## src/rtl/lif_loader_pkg.sv

```systemverilog
// Shared types and defaults for the LIF parameter loader: FSM state encoding,
// default geometry and the serialized stream length helper.
package lif_loader_pkg;

    typedef enum logic [2:0] {
        ST_IDLE,
        ST_SHIFT,
        ST_WAIT_READY,
        ST_RUN,
        ST_ERR
    } loader_state_t;

    localparam int DEF_N_PARAMS      = 4;
    localparam int DEF_PARAM_W       = 8;
    localparam int DEF_READY_TIMEOUT = 255;

    // Number of SHIFT cycles for a full load, with or without one parity bit per word.
    function automatic int shift_len(input int n_params, input int param_w, input bit parity_en);
        return n_params * (param_w + (parity_en ? 1 : 0));
    endfunction

endpackage

```

## src/rtl/lif_param_serializer.sv

```systemverilog
// Serializes a snapshot of N_PARAMS words, word 0 first and MSB first, one bit per cycle.
// With LIF_LOADER_PARITY_EN defined, an even-parity bit follows each word.
module lif_param_serializer
    import lif_loader_pkg::*;
#(
    parameter int N_PARAMS = DEF_N_PARAMS,
    parameter int PARAM_W  = DEF_PARAM_W
) (
    input  logic                         clk,
    input  logic                         rst_n,
    input  logic                         load,
    input  logic [N_PARAMS*PARAM_W-1:0]  snapshot,
    output logic                         bit_valid,
    output logic                         bit_data,
    output logic                         last
);

`ifdef LIF_LOADER_PARITY_EN
    localparam bit PARITY_EN = 1'b1;
`else
    localparam bit PARITY_EN = 1'b0;
`endif

    localparam int WORD_BITS = shift_len(1, PARAM_W, PARITY_EN);
    localparam int WIDX_W    = $clog2(N_PARAMS);
    localparam int BIDX_W    = $clog2(PARAM_W + 1);

    logic [PARAM_W-1:0] words_reg [N_PARAMS];
    logic [PARAM_W-1:0] snap_words [N_PARAMS];
    logic [WIDX_W-1:0]  word_idx_reg;
    logic [BIDX_W-1:0]  bit_idx_reg;
    logic               active_reg;
    logic               bit_valid_reg;
    logic               bit_data_reg;
    logic               last_reg;

    logic [PARAM_W-1:0] cur_word;
    logic [PARAM_W-1:0] cur_shifted;
    logic               cur_bit;
    logic               word_end;
    logic               final_bit;

    genvar gi;
    generate
        for (gi = 0; gi < N_PARAMS; gi++) begin : g_unpack
            assign snap_words[gi] = snapshot[gi*PARAM_W +: PARAM_W];
        end
    endgenerate

    always_comb begin
        cur_word    = words_reg[word_idx_reg];
        cur_shifted = cur_word << bit_idx_reg;
        cur_bit     = cur_shifted[PARAM_W-1];
        if (PARITY_EN && (bit_idx_reg == BIDX_W'(PARAM_W))) begin
            cur_bit = ^cur_word;
        end
        word_end  = (bit_idx_reg == BIDX_W'(WORD_BITS - 1));
        final_bit = word_end && (word_idx_reg == WIDX_W'(N_PARAMS - 1));
    end

    always_ff @(posedge clk) begin
        if (!rst_n) begin
            for (int i = 0; i < N_PARAMS; i++) begin
                words_reg[i] <= '0;
            end
            word_idx_reg  <= '0;
            bit_idx_reg   <= '0;
            active_reg    <= 1'b0;
            bit_valid_reg <= 1'b0;
            bit_data_reg  <= 1'b0;
            last_reg      <= 1'b0;
        end else if (load) begin
            for (int i = 0; i < N_PARAMS; i++) begin
                words_reg[i] <= snap_words[i];
            end
            word_idx_reg  <= '0;
            bit_idx_reg   <= '0;
            active_reg    <= 1'b1;
            bit_valid_reg <= 1'b0;
            bit_data_reg  <= 1'b0;
            last_reg      <= 1'b0;
        end else if (active_reg) begin
            bit_valid_reg <= 1'b1;
            bit_data_reg  <= cur_bit;
            last_reg      <= final_bit;
            if (final_bit) begin
                active_reg <= 1'b0;
            end else if (word_end) begin
                bit_idx_reg  <= '0;
                word_idx_reg <= word_idx_reg + 1'b1;
            end else begin
                bit_idx_reg <= bit_idx_reg + 1'b1;
            end
        end else begin
            // Idle line is held at zero so the core sees a clean serial_data outside SHIFT.
            bit_valid_reg <= 1'b0;
            bit_data_reg  <= 1'b0;
            last_reg      <= 1'b0;
        end
    end

    assign bit_valid = bit_valid_reg;
    assign bit_data  = bit_data_reg;
    assign last      = last_reg;

endmodule

```

## src/rtl/lif_param_loader.sv

```systemverilog
// Owns the LIF core configuration port: parameter register file, load sequencing,
// params_ready timeout and core enable gating. Parity insertion via LIF_LOADER_PARITY_EN.
module lif_param_loader
    import lif_loader_pkg::*;
#(
    parameter int N_PARAMS      = DEF_N_PARAMS,
    parameter int PARAM_W       = DEF_PARAM_W,
    parameter int READY_TIMEOUT = DEF_READY_TIMEOUT
) (
    input  logic                        clk,
    input  logic                        rst_n,
    input  logic                        cfg_wr,
    input  logic [$clog2(N_PARAMS)-1:0] cfg_addr,
    input  logic [PARAM_W-1:0]          cfg_data,
    input  logic                        start,
    input  logic                        params_ready,
    output logic                        load_mode,
    output logic                        serial_data,
    output logic                        core_enable,
    output logic                        busy,
    output logic                        done,
    output logic                        error
);

    localparam int ADDR_W = $clog2(N_PARAMS);
    localparam int CNT_W  = $clog2(READY_TIMEOUT + 1);

    loader_state_t              state_reg;
    logic [PARAM_W-1:0]         regs_reg [N_PARAMS];
    logic [CNT_W-1:0]           timeout_cnt_reg;
    logic                       core_enable_reg;
    logic                       busy_reg;
    logic                       done_reg;
    logic                       error_reg;

    logic                       cfg_open;
    logic                       wr_ok;
    logic                       start_ok;
    logic [N_PARAMS*PARAM_W-1:0] snapshot;
    logic                       ser_valid;
    logic                       ser_bit;
    logic                       ser_last;

    assign cfg_open = (state_reg == ST_IDLE) || (state_reg == ST_RUN) || (state_reg == ST_ERR);
    assign wr_ok    = cfg_wr && cfg_open && (32'(cfg_addr) < N_PARAMS);
    assign start_ok = start && cfg_open;

    // Snapshot forwards a same-cycle write so start+cfg_wr loads the new word.
    genvar gi;
    generate
        for (gi = 0; gi < N_PARAMS; gi++) begin : g_snap
            assign snapshot[gi*PARAM_W +: PARAM_W] =
                (wr_ok && (cfg_addr == ADDR_W'(gi))) ? cfg_data : regs_reg[gi];
        end
    endgenerate

    always_ff @(posedge clk) begin
        if (!rst_n) begin
            for (int i = 0; i < N_PARAMS; i++) begin
                regs_reg[i] <= '0;
            end
        end else if (wr_ok) begin
            regs_reg[cfg_addr] <= cfg_data;
        end
    end

    always_ff @(posedge clk) begin
        if (!rst_n) begin
            state_reg       <= ST_IDLE;
            timeout_cnt_reg <= '0;
            core_enable_reg <= 1'b0;
            busy_reg        <= 1'b0;
            done_reg        <= 1'b0;
            error_reg       <= 1'b0;
        end else begin
            done_reg <= 1'b0;
            unique case (state_reg)
                ST_IDLE: begin
                    if (start_ok) begin
                        state_reg <= ST_SHIFT;
                        busy_reg  <= 1'b1;
                    end
                end
                ST_SHIFT: begin
                    if (ser_last) begin
                        state_reg       <= ST_WAIT_READY;
                        timeout_cnt_reg <= '0;
                    end
                end
                ST_WAIT_READY: begin
                    // Ready wins over timeout when both land on the final cycle.
                    if (params_ready) begin
                        state_reg       <= ST_RUN;
                        busy_reg        <= 1'b0;
                        core_enable_reg <= 1'b1;
                        done_reg        <= 1'b1;
                    end else if (timeout_cnt_reg == CNT_W'(READY_TIMEOUT - 1)) begin
                        state_reg <= ST_ERR;
                        busy_reg  <= 1'b0;
                        error_reg <= 1'b1;
                    end else begin
                        timeout_cnt_reg <= timeout_cnt_reg + 1'b1;
                    end
                end
                ST_RUN: begin
                    if (start_ok) begin
                        state_reg       <= ST_SHIFT;
                        busy_reg        <= 1'b1;
                        core_enable_reg <= 1'b0;
                    end else if (!params_ready) begin
                        state_reg       <= ST_ERR;
                        core_enable_reg <= 1'b0;
                        error_reg       <= 1'b1;
                    end
                end
                ST_ERR: begin
                    if (start_ok) begin
                        state_reg <= ST_SHIFT;
                        busy_reg  <= 1'b1;
                        error_reg <= 1'b0;
                    end
                end
                default: begin
                    state_reg <= ST_IDLE;
                end
            endcase
        end
    end

    lif_param_serializer #(
        .N_PARAMS (N_PARAMS),
        .PARAM_W  (PARAM_W)
    ) u_serializer (
        .clk       (clk),
        .rst_n     (rst_n),
        .load      (start_ok),
        .snapshot  (snapshot),
        .bit_valid (ser_valid),
        .bit_data  (ser_bit),
        .last      (ser_last)
    );

    assign load_mode   = ser_valid;
    assign serial_data = ser_bit;
    assign core_enable = core_enable_reg;
    assign busy        = busy_reg;
    assign done        = done_reg;
    assign error       = error_reg;

endmodule

```

## config.mk

```make
export PLATFORM = sky130hd
export DESIGN_NAME = lif_param_loader
export DESIGN_NICKNAME = d
export VERILOG_FILES = /design/src/rtl/lif_loader_pkg.sv /design/src/rtl/lif_param_serializer.sv /design/src/rtl/lif_param_loader.sv
export SDC_FILE = /design/constraint.sdc
export NUM_CORES = 1
export LEC_CHECK = 0
export CAP_MARGIN = 30
export CORE_MARGIN = 2
export CORE_UTILIZATION = 60
export DETAILED_ROUTE_END_ITERATION = 16
export PLACE_DENSITY_LB_ADDON = 0.2
export SETUP_SLACK_MARGIN = 0.02
export SLEW_MARGIN = 20
export SYNTH_ARGS = -nofsm -noshare
export SYNTH_HDL_FRONTEND = slang
export SYNTH_SLANG_ARGS = --single-unit
```

## constraint.sdc

```tcl
create_clock -name clk -period 2.5 [get_ports clk]
set_input_delay 0.5 -clock clk [delete_from_list [all_inputs] [get_ports clk]]
set_output_delay 0.5 -clock clk [all_outputs]
set_load 0.02 [all_outputs]
```

==> impl_metrics.tcl <==
set metrics [dict create \
    die_w_um 88.3 \
    cts.repair.resized 0 \
    start_util_pct 62.5 \
    reg2reg_from "state_reg[0]$_SDFFE_PN0P_" \
    switchingPower_mw 1.07 \
    r2r_setup_slack_ps 430 \
    r2r.worst_path.cells 5 \
    async_flop_share_pct 0 \
    post_synth.cell_area_avg_um2 11.7 \
    nNetsFinal 412 \
    postCtsSetupRepairBufs 0 \
    leakagePower_nw 1.97 \
    drive_gt1_share_pct 11.3 \
    worst-setup-path-type "flip-flop to flip-flop" \
    drtPass1Iterations 4 \
    area_delta_synth_final_pct 13.4 \
    startpoint_type "flip-flop" \
    synth_common_cells "64 x edfxtp_1, 62 x nor2_1, 42 x mux2i_1" \
    fill_cells 500 \
    seqPwrFrac_pct 53.3 \
    antenna_found_initial 0 \
    cts_hold_buf 0 \
    max_cap_violations 0 \
    rsz0062_at_grt "no" \
    finalClockSkew_ps 15.4 \
    die_h_um 88.3 \
    path_clk_slew_ps 100 \
    comb_power_share_pct 19.3 \
    gp_congestion 0.857 \
    fp-row-count 30 \
    clockBufferDepth 2 \
    h-tree-depth 3 \
    status "complete, no violations" \
    syn-num-nets 385 \
    port_buffers 20 \
    ant_nets 0 \
    gr-total-overflow 0 \
    end_kind "flip-flop" \
    hold_start "timeout_cnt_reg[5]$_SDFFE_PN0P_" \
    root_buffer "clkbuf_8" \
    synth_seq_cells 91 \
    wl_um 7730 \
    post-place-ws_ps 116 \
    multi_input_area_um2 1640 \
    setup_violations 0 \
    hp-class "flip-flop to flip-flop" \
    register_area_um2 2460 \
    path_max_fanout 13 \
    hold_viol 0 \
    synth_top_area_share_pct 45.0 \
    worstMarginPinSlew_ps 610 \
    grt_pass1_wl_um 13000 \
    synth_edf_count 64 \
    yosysSeqAreaShare_pct 57.7 \
    via_per_inst 5.59 \
    vias 2763 \
    numCtsBuffers 9 \
    clock_latency_ps 380 \
    r2r-end "timeout_cnt_reg[4]$_SDFFE_PN0P_" \
    antenna_cells 0 \
    synth.most_common_cell "edfxtp_1" \
    drt_iter0_markers 144 \
    grt_max_degree 33 \
    max-slew-margin-rel_pct 59.0 \
    required_ps 2810 \
    pwr-share-clk_pct 27.4 \
    fin_area_um2 4840 \
    endpoint "timeout_cnt_reg[4]$_SDFFE_PN0P_" \
    grt_pass1_vias 2667 \
    synth_area_leaders "edfxtp_1 45%, dfxtp_1 13%, mux2i_1 9.9%, nor2_1 5.5%, mux4_2 3.2%" \
    arrival_ps 2380 \
    dpl-instance-area_um2 4630 \
    utilization_pct 70.8 \
    peakVddDrop_mv 0.339 \
    synth.largest_area_cell "edfxtp_1" \
    pin_count 21 \
    hpwl_um 5650 \
    drc_errors 0 \
    synthCells 366 \
    floorplan.die_area_um2 7800 \
    startpoint "state_reg[0]$_SDFFE_PN0P_" \
    intPower_mw 2.52 \
    wire_per_inst_um 15.6 \
    coreArea_um2 6830 \
    synth_ff_type "edfxtp_1" \
    drv_slew 0 \
    fmax_mhz 483 \
    ys_warn_count 0 \
    synth_cell_type_count 52 \
    period_minus_slack_ps 2070 \
    post-route-period-util_pct 82.7 \
    clock-sinks 91 \
    cts_tree "yes" \
    netlist_area_um2 4270 \
    powerDensity_nw_per_um2 741 \
    switching_share_pct 29.8 \
    timing.setup.tns_ps 0 \
    fin_ws_ps 431 \
    grt_usage_pct 22.4 \
]
==> per-layer routing <==
layer  track usage, %  up-vias  part of all wire [%]
met5                0        -                     0
li1                 -     1393                     -
met1             32.4     1314                    48
met4             7.44        0                   1.4
met3             4.48       12                   3.8
met2             34.3       44                    47
==> cell type report <==
cell class                 count  area share, %
sequential                    91           50.9
multi-input combinational    240           33.9
timing repair buffer          35           7.24
clock buffer                   9           2.56
tap                           96           2.48
clock inverter                 7           1.66
inverter                      16           1.24
==> layout by cell type, fill, tap and decap left out, types with 2 or more instances in the layout <==
cell type,instances
a21o_1,2
and3_1,4
and3b_1,3
o211a_1,2
a21oi_1,17
ha_1,4
o21ai_1,2
mux2i_1,42
inv_1,16
nand3b_1,3
clkdlybuf4s50_1,20
a211o_1,2
o211ai_1,2
buf_4,12
nand3_1,9
o21ai_0,6
clkinv_8,2
inv_8,2
mux4_2,6
nor3_1,2
and2_1,8
mux2_2,2
clkbuf_8,9
nor2_1,62
or3_1,5
o31ai_1,5
edfxtp_1,64
or4_1,4
dfxtp_1,27
nor2b_1,2
nor3b_1,2
a31o_2,2
xor2_1,2
o2111ai_1,3
buf_12,3
nand2_1,20
==> through the flow <==
step	std cells	hold WS (ps)	power [mW]
2_1_floorplan	366	447	2.40
5_1_grt	494	513	3.76
6_report	494	490	3.59
3_5_place_dp	478	477	2.64
4_1_cts	494	490	3.61
3_3_place_gp	478	466	2.61
==> worst max-delay path, cell delays in order (launching register included) <==
cell and delay (ps):
dfxtp_1 390, buf_4 200, or3b_1 400, a21o_1 310
or4_1 540, a21oi_1 160
==> worst min path at each step <==
stage | endpoint | slack, ps | depth (start not counted)
CTS | timeout_cnt_reg[5]$_SDFFE_PN0P_ | 490 | 2
finish | timeout_cnt_reg[5]$_SDFFE_PN0P_ | 490 | 2
floorplan | timeout_cnt_reg[7]$_SDFFE_PN0P_ | 450 | 2
global route | timeout_cnt_reg[5]$_SDFFE_PN0P_ | 510 | 2
global placement | busy$_SDFFE_PN0P_ | 470 | 2
detailed placement | timeout_cnt_reg[5]$_SDFFE_PN0P_ | 480 | 2
==> power by group through the flow <==
stage / sequential [mW] / clock, mW / combinational (mW)
5_1_grt: 1.93 / 1.06 / 0.767
3_5_place_dp: 1.95 / 0 / 0.688
6_report: 1.91 / 0.984 / 0.691
2_1_floorplan: 1.93 / 0 / 0.466
3_3_place_gp: 1.94 / 0 / 0.673
4_1_cts: 1.91 / 1.00 / 0.693
==> cell families (layout without fill, tap and decap cells) <==
kind of cell / count (synthesis) / count (layout) / share of synthesized area, %
fa+ha+maj: 4 / 4 / 1.17
simple gates: 132 / 132 / 14.9
compound gates: 51 / 51 / 8.21
flops: 91 / 91 / 57.7
buf+inv: 35 / 67 / 3.81
xor+xnor: 3 / 3 / 0.616
mux: 50 / 50 / 13.5
No activity file was read; power rests on OpenSTA's default activity.
==> variant, RTL diff (same settings) <==
`PARITY_EN` of `lif_param_serializer`: 1'b0 -> 1'b1.
--- a/src/rtl/lif_param_serializer.sv
+++ b/src/rtl/lif_param_serializer.sv
@@ -18,7 +18,7 @@
 `ifdef LIF_LOADER_PARITY_EN
     localparam bit PARITY_EN = 1'b1;
 `else
-    localparam bit PARITY_EN = 1'b0;
+    localparam bit PARITY_EN = 1'b1;
 `endif
 
     localparam int WORD_BITS = shift_len(1, PARAM_W, PARITY_EN);
Behaviour: no difference found for any inputs over 10 cycles, from zero or initial values and one cycle with rst_n low; that may be too few to reach the edited logic, so the function may still have changed.
==> variant against the original RTL <==
  * Global-route usage increased by 0.59 points
  * Design area is 0.21% lower
  * Sequential cell count unchanged
  * Clock power up 16%
  * Final cell count rose by 1.2%
  * Worst setup slack worse by 61 ps
  * Area after synthesis fell by 0.65%
  * Critical path depth stayed put
  * Power fell by 3.1%
  * Maximum frequency fell by 2.9%
  * Routed wire length increased by 4.3%
  * Sequential power fell by 5%
  * Critical path type unchanged
  * Critical endpoint is now u_serializer.bit_data
==> variant: results (changes against the original RTL) <==
Synth Net Count 394 (+2.3%); most frequent cells after synthesis edfxtp_1 (64), nor2_1 (60), nand2_1 (40), dfxtp_1 (27), mux2i_1 (25); status completed; met2 usage 36.6% (+2.3 points); Total Routing Usage GR 22.9% (+0.59 points); critical path's top delay family multiplexers; later-pin clock latency in the skew report 360 ps (-20 ps); final std cells w/o fill 500 (+1.2%); synth top area cells edfxtp_1 (45%), dfxtp_1 (13%), mux2i_1 (5.9%); metal3 WL 403 µm (+36%); DP Worst Slack 202 ps (+86.2 ps); Iter 0 DRT Violations 215 (+49%); placed cells 484 (+1.3%); vias per inst 5.60 (about the same); Worst VDD drop 753 µV (+120%); CTS resizes 0 (unchanged); layout cell share with drive strength beyond 1 11.1% (-0.17 points); Setup Skew 16.8 ps (+1.46 ps); Clock Path Buffers 2 (unchanged); HPWL Detailed 5540 µm (-1.8%); met2 wire len 3880 µm (+6.6%); met3 usage in global routing 3.49% (-0.99 points); slowest CP cell mux4_2; first-pass GRT wire length 13,400 µm (+2.4%); final net count 419 (+1.7%); critical-path maximum fanout 8 (-5); Distinct cells, synth 45 (-13%); DRT Pass-1 Iters 6 (+2); routability congestion estimate 0.857 (about the same); max incr delay on CP 560 ps (+20 ps); grt met1 use 32.7% (+0.33 points); fillcell total 507 (+1.4%); Placed Instance Area 0.00460 mm² (-0.76%); Leak Pwr 1.95 nW (-1.0%); Mapped Cells 374 (+2.2%); drt wl/cell 16.1 µm (+3.1%); relative slew slack 49.3% (-9.7 points); number of global-route vias before repair 2,678 (+0.41%); P_sw 0.000914 W (-15%); met1 wire length 3670 µm (-0.38%); sequential-to-total area share from yosys stat 58.1% (+0.37 points)
[variant: changes by cell type after synthesis, sizes merged, moves of 9 or more]
cell,delta
buf,-9
clkbuf,+11
mux2i,-17
nand2,+20
xnor2,+12
[variant: cell families after synthesis]
kind of cell	after synthesis	synth area share [%]
buffers and inverters	37	3.72
adders and majority gates	5	1.48
DFF	91	58.1
xor gates and xnor gates	15	3.10
AOI/OAI and AO/OA	43	6.17
muxes	36	11.5
and+or+nand+nor	147	16.0
[variant: worst paths after layout]
kind / slack (ps) / to / cells past startpoint / startpoint
hold reg to reg: 520 / error / 1 / error
setup reg to reg: 370 / u_serializer.bit_data / 5 / flip-flop
hold / removal: 520 / error / 1 / error
setup / recovery: 370 / u_serializer.bit_data / 5 / flip-flop
[variant: cell type report]
class                   instances  area [µm²]  share of cell area [%]
inverters                      16        60.1                    1.24
multi-input cells             246        1620                    33.5
clock buffers                   9         124                    2.57
well taps                      96         120                    2.49
clock inverters                 7         105                    2.18
flip-flops and latches         91        2460                    51.0
repair buffers                 35         338                    7.00
[variant: power by group through the flow]
| stage | Sequential (W) | Clock [W] | Combinational [W] |
|---|---|---|---|
| after global routing | 0.00182 | 0.00120 | 0.000583 |
| after floorplan | 0.00184 | 0 | 0.000343 |
| final | 0.00181 | 0.00114 | 0.000531 |
| after CTS | 0.00181 | 0.00115 | 0.000529 |
| after detailed placement | 0.00184 | 0 | 0.000521 |
| after global placement | 0.00183 | 0 | 0.000512 |
[variant: worst reg2reg max path: cells and delay by family (launching register included)]
family          cells  cell delay [ps]
flops               1              330
buf+inv             1              190
mux                 3             1320
compound gates      1              200
